**src/rtl/prog_loader_pkg.sv**
```systemverilog
// Shared definitions for the program loader: frame constants and FSM state encoding.
// Imported by the loader top and its word-assembler sub-module.
package prog_loader_pkg;

  localparam int          PL_ADDR_W    = 10;
  localparam int          PL_DATA_W    = 32;
  localparam logic [7:0]  PL_MAGIC     = 8'hA5;
  localparam int          PL_MAX_WORDS = 1024;

  typedef enum logic [2:0] {
    ST_IDLE   = 3'd0,
    ST_CNT_HI = 3'd1,
    ST_CNT_LO = 3'd2,
    ST_WORD   = 3'd3,
    ST_CHECK  = 3'd4,
    ST_DONE   = 3'd5,
    ST_ERR    = 3'd6
  } pl_state_e;

  // A word count is legal when it is non-zero and fits in instruction memory.
  function automatic logic pl_count_ok(input logic [15:0] cnt, input int max_words);
    return (cnt != 16'd0) && ({16'd0, cnt} <= 32'(max_words));
  endfunction

endpackage

```
**src/rtl/prog_loader_word_assembler.sv**
```systemverilog
// Collects stream bytes MSB first into a 32-bit word; o_word_valid marks the byte
// that completes a word, with o_word carrying that complete word in the same cycle.
module prog_loader_word_assembler
  import prog_loader_pkg::*;
#(
  parameter int DATA_W = PL_DATA_W
) (
  input  logic              i_clk,
  input  logic              i_rst_n,
  input  logic              i_clear,
  input  logic              i_shift,
  input  logic [7:0]        i_byte,
  output logic              o_word_valid,
  output logic [DATA_W-1:0] o_word
);

  logic [1:0]        r_idx;
  logic [DATA_W-9:0] r_shift;

  always_ff @(posedge i_clk) begin
    if (!i_rst_n) begin
      r_idx   <= 2'd0;
      r_shift <= '0;
    end else if (i_clear) begin
      r_idx   <= 2'd0;
    end else if (i_shift) begin
      r_idx   <= r_idx + 2'd1;
      r_shift <= {r_shift[DATA_W-17:0], i_byte};
    end
  end

  assign o_word_valid = i_shift && (r_idx == 2'd3);
  assign o_word       = {r_shift, i_byte};

endmodule

```
**src/rtl/prog_loader.sv**
```systemverilog
// Instruction-memory loader: parses MAGIC/count/data/checksum frames from a byte stream,
// writes words to mem_inst and releases the CPU reset only after a verified frame.
module prog_loader
  import prog_loader_pkg::*;
#(
  parameter int         ADDR_W    = PL_ADDR_W,
  parameter int         DATA_W    = PL_DATA_W,
  parameter logic [7:0] MAGIC     = PL_MAGIC,
  parameter int         MAX_WORDS = PL_MAX_WORDS
) (
  input  logic              pl_in_clk,
  input  logic              pl_in_rst,
  input  logic [7:0]        pl_in_byte,
  input  logic              pl_in_valid,
  output logic              pl_out_ready,
  input  logic              pl_in_restart,
  output logic [ADDR_W-1:0] pl_out_addr,
  output logic [DATA_W-1:0] pl_out_data,
  output logic              pl_out_wren,
  output logic              pl_out_cpu_rst_n,
  output logic              pl_out_done,
  output logic              pl_out_err,
  output logic [10:0]       pl_out_words
);

  pl_state_e         r_state;
  pl_state_e         w_state_next;
  logic              w_ready;
  logic              w_xfer;
  logic [15:0]       w_cnt_full;
  logic              w_last_word;
  logic              w_word_valid;
  logic [DATA_W-1:0] w_word;

  logic [15:0]       r_cnt;
  logic [7:0]        r_checksum;
  logic [10:0]       r_words;
  logic [ADDR_W-1:0] r_addr;
  logic [DATA_W-1:0] r_data;
  logic              r_wren;

  assign w_xfer      = pl_in_valid && w_ready;
  assign w_cnt_full  = {r_cnt[15:8], pl_in_byte};
  assign w_last_word = ({5'd0, r_words} + 16'd1) == r_cnt;

  prog_loader_word_assembler #(.DATA_W(DATA_W)) u_word_asm (
    .i_clk        (pl_in_clk),
    .i_rst_n      (pl_in_rst),
    .i_clear      (w_xfer && (r_state == ST_CNT_LO)),
    .i_shift      (w_xfer && (r_state == ST_WORD)),
    .i_byte       (pl_in_byte),
    .o_word_valid (w_word_valid),
    .o_word       (w_word)
  );

  always_ff @(posedge pl_in_clk) begin
    if (!pl_in_rst) r_state <= ST_IDLE;
    else            r_state <= w_state_next;
  end

  always_comb begin
    w_state_next = r_state;
    w_ready      = 1'b0;
    case (r_state)
      ST_IDLE: begin
        w_ready = 1'b1;
        if (w_xfer && (pl_in_byte == MAGIC)) w_state_next = ST_CNT_HI;
      end
      ST_CNT_HI: begin
        w_ready = 1'b1;
        if (w_xfer) w_state_next = ST_CNT_LO;
      end
      ST_CNT_LO: begin
        w_ready = 1'b1;
        if (w_xfer) w_state_next = pl_count_ok(w_cnt_full, MAX_WORDS) ? ST_WORD : ST_ERR;
      end
      ST_WORD: begin
        w_ready = 1'b1;
        if (w_word_valid && w_last_word) w_state_next = ST_CHECK;
      end
      ST_CHECK: begin
        w_ready = 1'b1;
        if (w_xfer) w_state_next = (pl_in_byte == r_checksum) ? ST_DONE : ST_ERR;
      end
      ST_DONE, ST_ERR: begin
        if (pl_in_restart) w_state_next = ST_IDLE;
      end
      default: w_state_next = ST_IDLE;
    endcase
  end

  // The write strobe is registered, so a reset on the completing edge drops the write.
  always_ff @(posedge pl_in_clk) begin
    if (!pl_in_rst) begin
      r_cnt      <= 16'd0;
      r_checksum <= 8'd0;
      r_words    <= 11'd0;
      r_addr     <= '0;
      r_data     <= '0;
      r_wren     <= 1'b0;
    end else begin
      r_wren <= 1'b0;
      if (w_xfer) begin
        case (r_state)
          ST_IDLE: begin
            if (pl_in_byte == MAGIC) begin
              r_checksum <= 8'd0;
              r_words    <= 11'd0;
            end
          end
          ST_CNT_HI: begin
            r_cnt[15:8] <= pl_in_byte;
            r_checksum  <= r_checksum ^ pl_in_byte;
          end
          ST_CNT_LO: begin
            r_cnt[7:0] <= pl_in_byte;
            r_checksum <= r_checksum ^ pl_in_byte;
          end
          ST_WORD: begin
            r_checksum <= r_checksum ^ pl_in_byte;
            if (w_word_valid) begin
              r_data  <= w_word;
              r_addr  <= r_words[ADDR_W-1:0];
              r_wren  <= 1'b1;
              r_words <= r_words + 11'd1;
            end
          end
          default: ;
        endcase
      end
    end
  end

  assign pl_out_ready     = w_ready;
  assign pl_out_addr      = r_addr;
  assign pl_out_data      = r_data;
  assign pl_out_wren      = r_wren;
  assign pl_out_words     = r_words;
  assign pl_out_done      = (r_state == ST_DONE);
  assign pl_out_err       = (r_state == ST_ERR);
  assign pl_out_cpu_rst_n = (r_state == ST_DONE);

endmodule

```
**config.mk**
```make
export PLATFORM = sky130hd
export DESIGN_NAME = prog_loader
export DESIGN_NICKNAME = d
export VERILOG_FILES = /design/src/rtl/prog_loader_pkg.sv /design/src/rtl/prog_loader_word_assembler.sv /design/src/rtl/prog_loader.sv
export SDC_FILE = /design/constraint.sdc
export NUM_CORES = 1
export LEC_CHECK = 0
export CORE_MARGIN = 5
export CORE_UTILIZATION = 49
export CTS_CLUSTER_DIAMETER = 200
export DETAILED_ROUTE_END_ITERATION = 7
export GPL_TIMING_DRIVEN = 0
export PLACE_DENSITY = 0.76
export SKIP_LAST_GASP = 1
export SYNTH_ARGS = -nofsm -noshare
export SYNTH_HDL_FRONTEND = slang
export SYNTH_HIERARCHICAL = 1
export SYNTH_SLANG_ARGS = --single-unit
```
**constraint.sdc**
```tcl
create_clock -name pl_in_clk -period 2 [get_ports pl_in_clk]
set_input_delay 0.4 -clock pl_in_clk [delete_from_list [all_inputs] [get_ports pl_in_clk]]
set_output_delay 0.4 -clock pl_in_clk [all_outputs]
set_load 0.005 [all_outputs]
```
==> results.md, run 1 <==
- Status: complete, but fails checks
- Failing checks: negative setup slack
- Hold_buf cts: 0
- Post-synthesis cell count: 600
- DRT Pass-1 Iters: 5
- CTS tree: yes
- Sink Count: 107
- Gate power share: 5.1%
- Hold Crit Class: in -> reg
- Unrepaired setup endpoints after global routing: yes
- Synth Register Bits: 107
- FF-to-FF Start: r_state[1]
- Sw Pwr: 0.0009336 W
- Sequential area share after synthesis: 42.58%
- Fraction of registers with async set/reset: 0%
- Final wirelength: 14220 um
- Synth warn: 6
- Detail Route Antenna Nets: 0
- Worst IR drop on VDD: 415.8 uV
- Die Y: 111.3 um
- Final setup margin: -0.03282 ns
- WHS: 0.3050 ns
- Overall Global Routing Usage: 21.67%
- Pint: 0.002828 W
- Clk pwr share: 38.3%
- Die footprint: 12390 um^2
- H-tree levels: 3
- Die Wd: 111.3 um
- Gpl congestion: 0.9008
- Final hold violation count: 0
- R2R cell count: 11
- Worst setup path end: pl_out_words[5]
- Total power: 0.003762 W
- Antenna violations before repair: 0
- Synth top area share: 42.58%
- Post-DP HPWL: 9032 um
- Slew Viols, Final: 0
- Power density cells: 551.2 nW/um^2
- Iter 0 DRT Violations: 342
- Layout Nets: 724
- DRC viols: 0
- Max cap viols: 0
- Vias in the first global route: 4567
- Register area: 2162 um^2
- Lkg Pwr: 2.480 nW
- Area of the mapped netlist: 5031 um^2
- Clock transition at the registers of the reported paths: 0.11 ns
- Final std cells w/o fill: 851
- CP Class: in -> reg
- Most frequent cell after synthesis: nand2_1
- Multi-input gate area: 2846 um^2
- Inserted Clock Buffers: 9
- GR Overflow Total: 0
- WL/cell: 16.70 um
- Core area: 10180 um^2
- # port buffers: 68
- Layout cells sized above 1: 23.08%
- Floorplan row count: 37
- Root Buffer: clkbuf_8
- Post-route cell area: 6825 um^2
- FF-to-FF End: pl_out_words[5]
- N_diodes: 0
- FMAX: 491.9 MHz
- Number of synthesized flops with an enable pin: 0
- P&R area growth vs syn: 35.66%
- Worst setup SP type: input port
- Switching portion of total power: 24.82%
- Placed Instance Area: 5918 um^2
- # placed instances: 804
- Via density: 5.495
- Flop pwr share: 56.6%
- Syn_nets: 614
- Synth top cells by count: nand2_1 (164), dfxtp_1 (107), a21boi_0 (71)
- IO Pins: 70
- Synth unique cells: 53
- Synth area leader: dfxtp_1
- Clock buffer depth: 2
- Endpoints failing setup: 3
- Slew @ Worst Pin: 0.4667 ns
- Worst Path Max Fanout: 7
- Post-layout min period: 2.033 ns
- Initial Util: 49.40%
- Largest net degree at the start of global routing: 21
- Top cells by area, synth: dfxtp_1 (43%), nand2_1 (12%), a21boi_0 (11%)
- Relative slew margins: 68.89%
- Crit path DAT: 2.35 ns
- Clk Latency, worst-skew pair: 0.37 ns
- Setup crit start: pl_in_valid
- Vias post-DR: 4676
- CP required: 2.31 ns
- Fillers: 802
- Dominant synthesized flop cell: dfxtp_1
- First-pass GRT wire length: 22480 um
- Tcrit/Tclk final: 101.6%
- Critical Path End Type: flop
- Worst Clk Skew: 0.01123 ns
- Avg Cell Area, Syn: 8.385 um^2
- Reg-to-reg slack, setup: -0.02 ns
-- cell usage in the layout, fill, tap and decap left out, drive strengths merged, types with 2 or more instances in the layout --
master and n:
nor2 24, nand3 9, ha 2, nor2b 7
nand4 4, xor2 14, or3 3, clkdlybuf4s50 56
clkdlybuf4s15 2, clkinv 3, nand3b 9, clkbuf 24
o22ai 2, dlymetal6s2s 3, a31oi 4, nor4 5
a21boi 71, xnor2 9, and2 11, o211ai 2
dfxtp 107, and4 2, o31ai 3, nand2 164
nor3 8, mux2i 25, buf 72, dlygate4sd2 4
or4 4, and3 9, a21oi 6, inv 4
o21a 3, o21ai 26
-- cell type report --
type | instances | area share, %
Inverter | 2 | 0.1283
Clock buffer | 9 | 1.815
Tap cell | 136 | 2.493
Buffer | 50 | 6.819
Timing Repair Buffer | 103 | 13.99
Clock inverter | 7 | 1.375
Sequential cell | 107 | 31.68
Multi-Input combinational cell | 437 | 41.70
-- worst min path at each step --
| stage | startpoint | end | cells after the start |
|---|---|---|---|
| 2_1_floorplan | u_word_asm/r_shift[16] | u_word_asm/r_shift[16] | 2 |
| 3_3_place_gp | r_cnt[12] | r_cnt[12] | 2 |
| 3_5_place_dp | u_word_asm/r_shift[23] | u_word_asm/r_shift[23] | 2 |
| 4_1_cts | pl_in_rst | r_state[2] | 3 |
| 5_1_grt | pl_in_rst | pl_out_words[9] | 2 |
| 6_report | pl_in_rst | r_state[2] | 3 |
-- critical path, stage by stage --
cell	delay, ns
clkdlybuf4s50_1	0.61
and3_4	0.24
and2_4	0.16
and3_4	0.20
and2_4	0.18
buf_4	0.17
nand3_1	0.08
o21ai_1	0.15
and2_1	0.15
-- power by group through the flow --
stage	registers, W	logic (W)	clock network (W)
floorplan	0.00218	0.000101	0
global placement	0.00218	0.000166	0
detailed placement	0.00218	0.000168	0
CTS	0.00213	0.000181	0.00144
global route	0.00213	0.000204	0.00154
finish	0.00213	0.000190	0.00144
-- through the flow --
stage	setup WS [ns]	TNS (ns)	util, %
after floorplan	0.0006215	0	-
after global placement	-0.8648	-48.25	58.11
after detailed placement	-0.9082	-50.95	58.11
after CTS	-0.03542	-0.1384	63.93
after global routing	-0.1119	-1.972	67.01
final	-0.03282	-0.04729	67.01
-- logic make-up (layout without fill, tap and decap cells) --
group                      after synthesis  count (layout)  share of synthesized area, %
AOI/OAI and AO/OA                      123             123                         16.84
muxes                                   25              25                         4.974
and+or+nand+nor                        263             263                         24.07
buffers and inverters                   56             171                         6.839
DFF                                    107             107                         42.58
adders and majority gates                3               3                        0.6963
xor gates and xnor gates                23              23                         4.004
-- flip-flops by register name (all words and copies together), names as in the netlist --
| signal | count |
|---|---|
| u_word_asm/r_idx | 2 |
| pl_out_data | 32 |
| r_state | 3 |
| pl_out_words | 11 |
| r_checksum | 8 |
| r_cnt | 16 |
| pl_out_addr | 10 |
| pl_out_wren | 1 |
| u_word_asm/r_shift | 24 |
-- per-layer routing --
metal	track usage, %	wire length, um	vias up
met1	27.72	6063	2219
met4	6.164	393	0
met5	0	0	-
li1	-	-	2235
met2	37.27	6901	188
met3	4.293	858	34
-- timing repair --
action	4_1_cts	5_1_grt
endpoints found under the setup margin	91	83
cloned	4	2
pin swaps	16	21
setup buffers	17	12
resized for setup	106	78
Note: power is estimated with default switching activity, not from simulation.
==> run 2, diff against run 1 <==
Settings changed: ABC_AREA from default to 1.
==> run 2 against run 1 <==
Net effect:
- the flow now finishes without violations
- synthesized cell count is 17% higher
- total power is 46% higher
- via count is 0.83% higher
- critical path depth is 8 higher
- maximum frequency is 2.3% higher
- routed wire length is 9.2% lower
- sequential power is 12% higher
- worst setup slack better by 0.047 ns
- sequential share of layout area is 3.0 points higher
- clock skew is 0.0018 ns lower
- die area is 1.8% lower
- highest routed layer unchanged
==> results.md, run 2 <==
- Status: complete, no violations
- Final std cells w/o fill: 930 (+9.3%)
- Most common cell after layout, fill and taps aside: nand2_1
- Met2 routed WL: 6386 um (-7.5%)
- Fillers: 863 (+7.6%)
- IO Pins: 70 (unchanged)
- Critical Path End Type: flop
- Overall Global Routing Usage: 21.50% (-0.18 points)
- H-tree levels: 3 (unchanged)
- Power density cells: 882.8 nW/um^2 (+60%)
- Hold_buf cts: 0 (unchanged)
- CP Class: reg -> reg
- Initial Util: 50.45% (+1.0 points)
- Clock transition at the registers of the reported paths: 0.10 ns (about the same)
- Via density: 5.070 (-7.7%)
- Top cells by area, synth: dfxtp_1 (43%), nand2_1 (14%), nor2_1 (7.5%)
- Die Wd: 110.3 um (-0.91%)
- Fin Setup TNS: 0 ns (+0.04729 ns)
- Dominant synthesized flop cell: dfxtp_1
- Fraction of registers with async set/reset: 0% (unchanged)
- Max cap viols: 0 (unchanged)
- Vias post-DR: 4715 (+0.83%)
- Max reg flops: 32 (unchanged)
- N_diodes: 0 (unchanged)
- Most frequent cells in the layout: nand2_1 (176), dfxtp_1 (103), nor2_1 (93), a21oi_1 (63), nand3_1 (59)
- Sequential area share after synthesis: 43.44% (+0.86 points)
- Wl on met1: 5564 um (-8.2%)
- # placed instances: 904 (+12%)
- Vias in the first global route: 4565 (-0.044%)
- Detail Route Antenna Nets: 0 (unchanged)
- Most frequent cell after synthesis: nand2_1
- Avg Cell Area, Syn: 7.014 um^2 (-16%)
- Die Y: 110.3 um (-0.91%)
- Setup crit start: r_state[1]
- Layout cells sized above 1: 14.68% (-8.4 points)
- Lkg Pwr: 2.399 nW (-3.3%)
- Clk Latency, worst-skew pair: 0.36 ns (about the same)
- Core area: 9774 um^2 (-4.0%)
- Synth area leader: dfxtp_1
- FMAX: 503.4 MHz (+2.3%)
- Worst IR drop on VDD: 812.1 uV (+95%)
- Top Metal Used: met4
- Hold Crit Class: in -> reg
- Largest net degree at the start of global routing: 18 (-14%)
- Worst Clk Skew: 0.009397 ns (-0.001837 ns)
- First-pass GRT wire length: 20950 um (-6.8%)
- Sink Count: 107 (unchanged)
- P&R area growth vs syn: 25.91%
- Post-layout min period: 1.986 ns (-0.04652 ns)
- FF-to-FF Start: r_state[1]
- Number of synthesized flops with an enable pin: 0 (unchanged)
- FF-to-FF End: r_state[1]
- Synth warn: 6 (unchanged)
- Area of the mapped netlist: 4931 um^2 (-2.0%)
- CP required: 2.30 ns (about the same)
- Synth top cells by count: nand2_1 (179), dfxtp_1 (107), nor2_1 (99)
- Synth top area share: 43.44% (+0.86 points)
- DRC viols: 0 (unchanged)
- Layout Nets: 806 (+11%)
- Synth Register Bits: 107 (unchanged)
- Reg-to-reg slack, setup: 0.01 ns (+0.03 ns)
- Post-DP HPWL: 9243 um (+2.3%)
- Crit path DAT: 2.29 ns (-0.06 ns)
- Inserted Clock Buffers: 9 (unchanged)
- Relative slew margins: 49.61% (-19 points)
- Synth unique cells: 31 (-42%)
- Met3 wire length: 721 um (-16%)
- Die footprint: 12170 um^2 (-1.8%)
- Iter 0 DRT Violations: 333 (-2.6%)
- Tcrit/Tclk final: 99.32% (-2.3 points)
- Worst setup SP type: flop
- Worst Path Max Fanout: 5 (-2)
- Syn_nets: 717 (+17%)
- Worst setup path end: r_state[1]
- Root Buffer: clkbuf_8
- Endpoints failing setup: 0 (-3)
- CTS tree: yes
- Slew @ Worst Pin: 0.7558 ns (+0.2891 ns)
- Floorplan row count: 36 (-2.7%)
- Clock buffer depth: 2 (unchanged)
- GR Overflow Total: 0 (unchanged)
- Antenna violations before repair: 0 (unchanged)
- DRT Pass-1 Iters: 5 (unchanged)
- Gpl congestion: 0.9578 (+6.3%)
- WL/cell: 13.88 um (-17%)
- Slew Viols, Final: 0 (unchanged)
- Unrepaired setup endpoints after global routing: yes
- Final hold violation count: 0 (unchanged)
- R2R cell count: 17 (+6)
- # port buffers: 68 (unchanged)
- Post-synthesis cell count: 703 (+17%)
- Final wirelength: 12910 um (-9.2%)
-- run 2: changes by cell type in the layout (fill, tap and decap cells not counted), moves of 25 or more --
| cell | change |
|---|---|
| a21boi_0 | -44 |
| mux2i_1 | -25 |
| nor2_1 | +72 |
| inv_1 | +58 |
| a21oi_1 | +58 |
| nand3_1 | +51 |
-- run 2: layout make-up --
type | instances | area, um^2 | share of cell area, %
repair buffers | 79 | 763.2 | 12.29
clock buffers | 11 | 151.4 | 2.439
well taps | 133 | 166.4 | 2.680
inverters | 68 | 260.3 | 4.192
clock inverters | 5 | 85.08 | 1.370
plain buffers | 38 | 277.8 | 4.474
multi-input cells | 489 | 2350 | 37.85
flip-flops and latches | 107 | 2155 | 34.70
-- run 2: per-stage QoR --
stage | total power (W) | hold slack, ns | worst slack, ns | cell area (um^2) | utilization [%]
after global routing | 0.005769 | 0.4323 | -0.1762 | 6208 | 63.52
final | 0.005481 | 0.3977 | 0.01370 | 6208 | 63.52
after CTS | 0.005353 | 0.3865 | -0.01971 | 6110 | 62.51
after detailed placement | 0.003732 | 0.4569 | -1.118 | 5778 | 59.11
after floorplan | 0.003405 | 0.4397 | 0.001223 | 4931 | -
after global placement | 0.003689 | 0.4510 | -1.058 | 5778 | 59.11
-- run 2: layer usage --
layer  vias to the layer above  GRT usage (%)
li1                       2387              -
met5                         -              0
met4                         0          6.508
met1                      2152          26.91
met3                        20          4.834
met2                       156          36.92
-- run 2: where the power goes --
part           internal, W  total (W)  switching, W
clock network     0.000778    0.00151      0.000732
logic             0.000550    0.00158       0.00103
registers          0.00229    0.00239     0.0000992
total              0.00362    0.00548       0.00186
-- run 2: kinds of logic after synthesis --
logic type,after synthesis,synth area share [%]
and+or+nand+nor,373,32.25
buffers and inverters,107,10.53
DFF,107,43.44
AOI/OAI and AO/OA,105,11.67
xor gates and xnor gates,9,1.599
adders and majority gates,2,0.5074
-- run 2: worst min path at each step --
stage | start | to | slack, ns | cells past startpoint
after floorplan | u_word_asm/r_idx[1] | u_word_asm/r_idx[1] | 0.44 | 2
after global placement | u_word_asm/r_idx[1] | u_word_asm/r_idx[1] | 0.45 | 2
after detailed placement | pl_out_data[2] | pl_out_data[2] | 0.46 | 2
after CTS | pl_in_rst | r_cnt[10] | 0.39 | 3
after global routing | pl_in_rst | r_cnt[8] | 0.43 | 3
final | pl_in_rst | r_cnt[10] | 0.40 | 3
-- run 2: what timing repair did --
action,4_1_cts,5_1_grt
setup endpoints to repair,69,92
setup buffers,8,3
resized for setup,34,22
pin swaps,3,2
-- run 2: worst max-delay path, cell delays in order (launching register included) --
cell and delay [ns]:
dfxtp_4 0.37, nand2_2 0.10, nor3_4 0.20, buf_6 0.12
nand2_1 0.05, inv_2 0.06, nand2_1 0.05, nor2_1 0.08
nand2_1 0.07, nor2_1 0.08, nand3_1 0.08, nor2_2 0.11
nand4_1 0.13, nand2_1 0.11, nand2_2 0.08, nand2_1 0.06
nand2_1 0.06, nor2_2 0.10
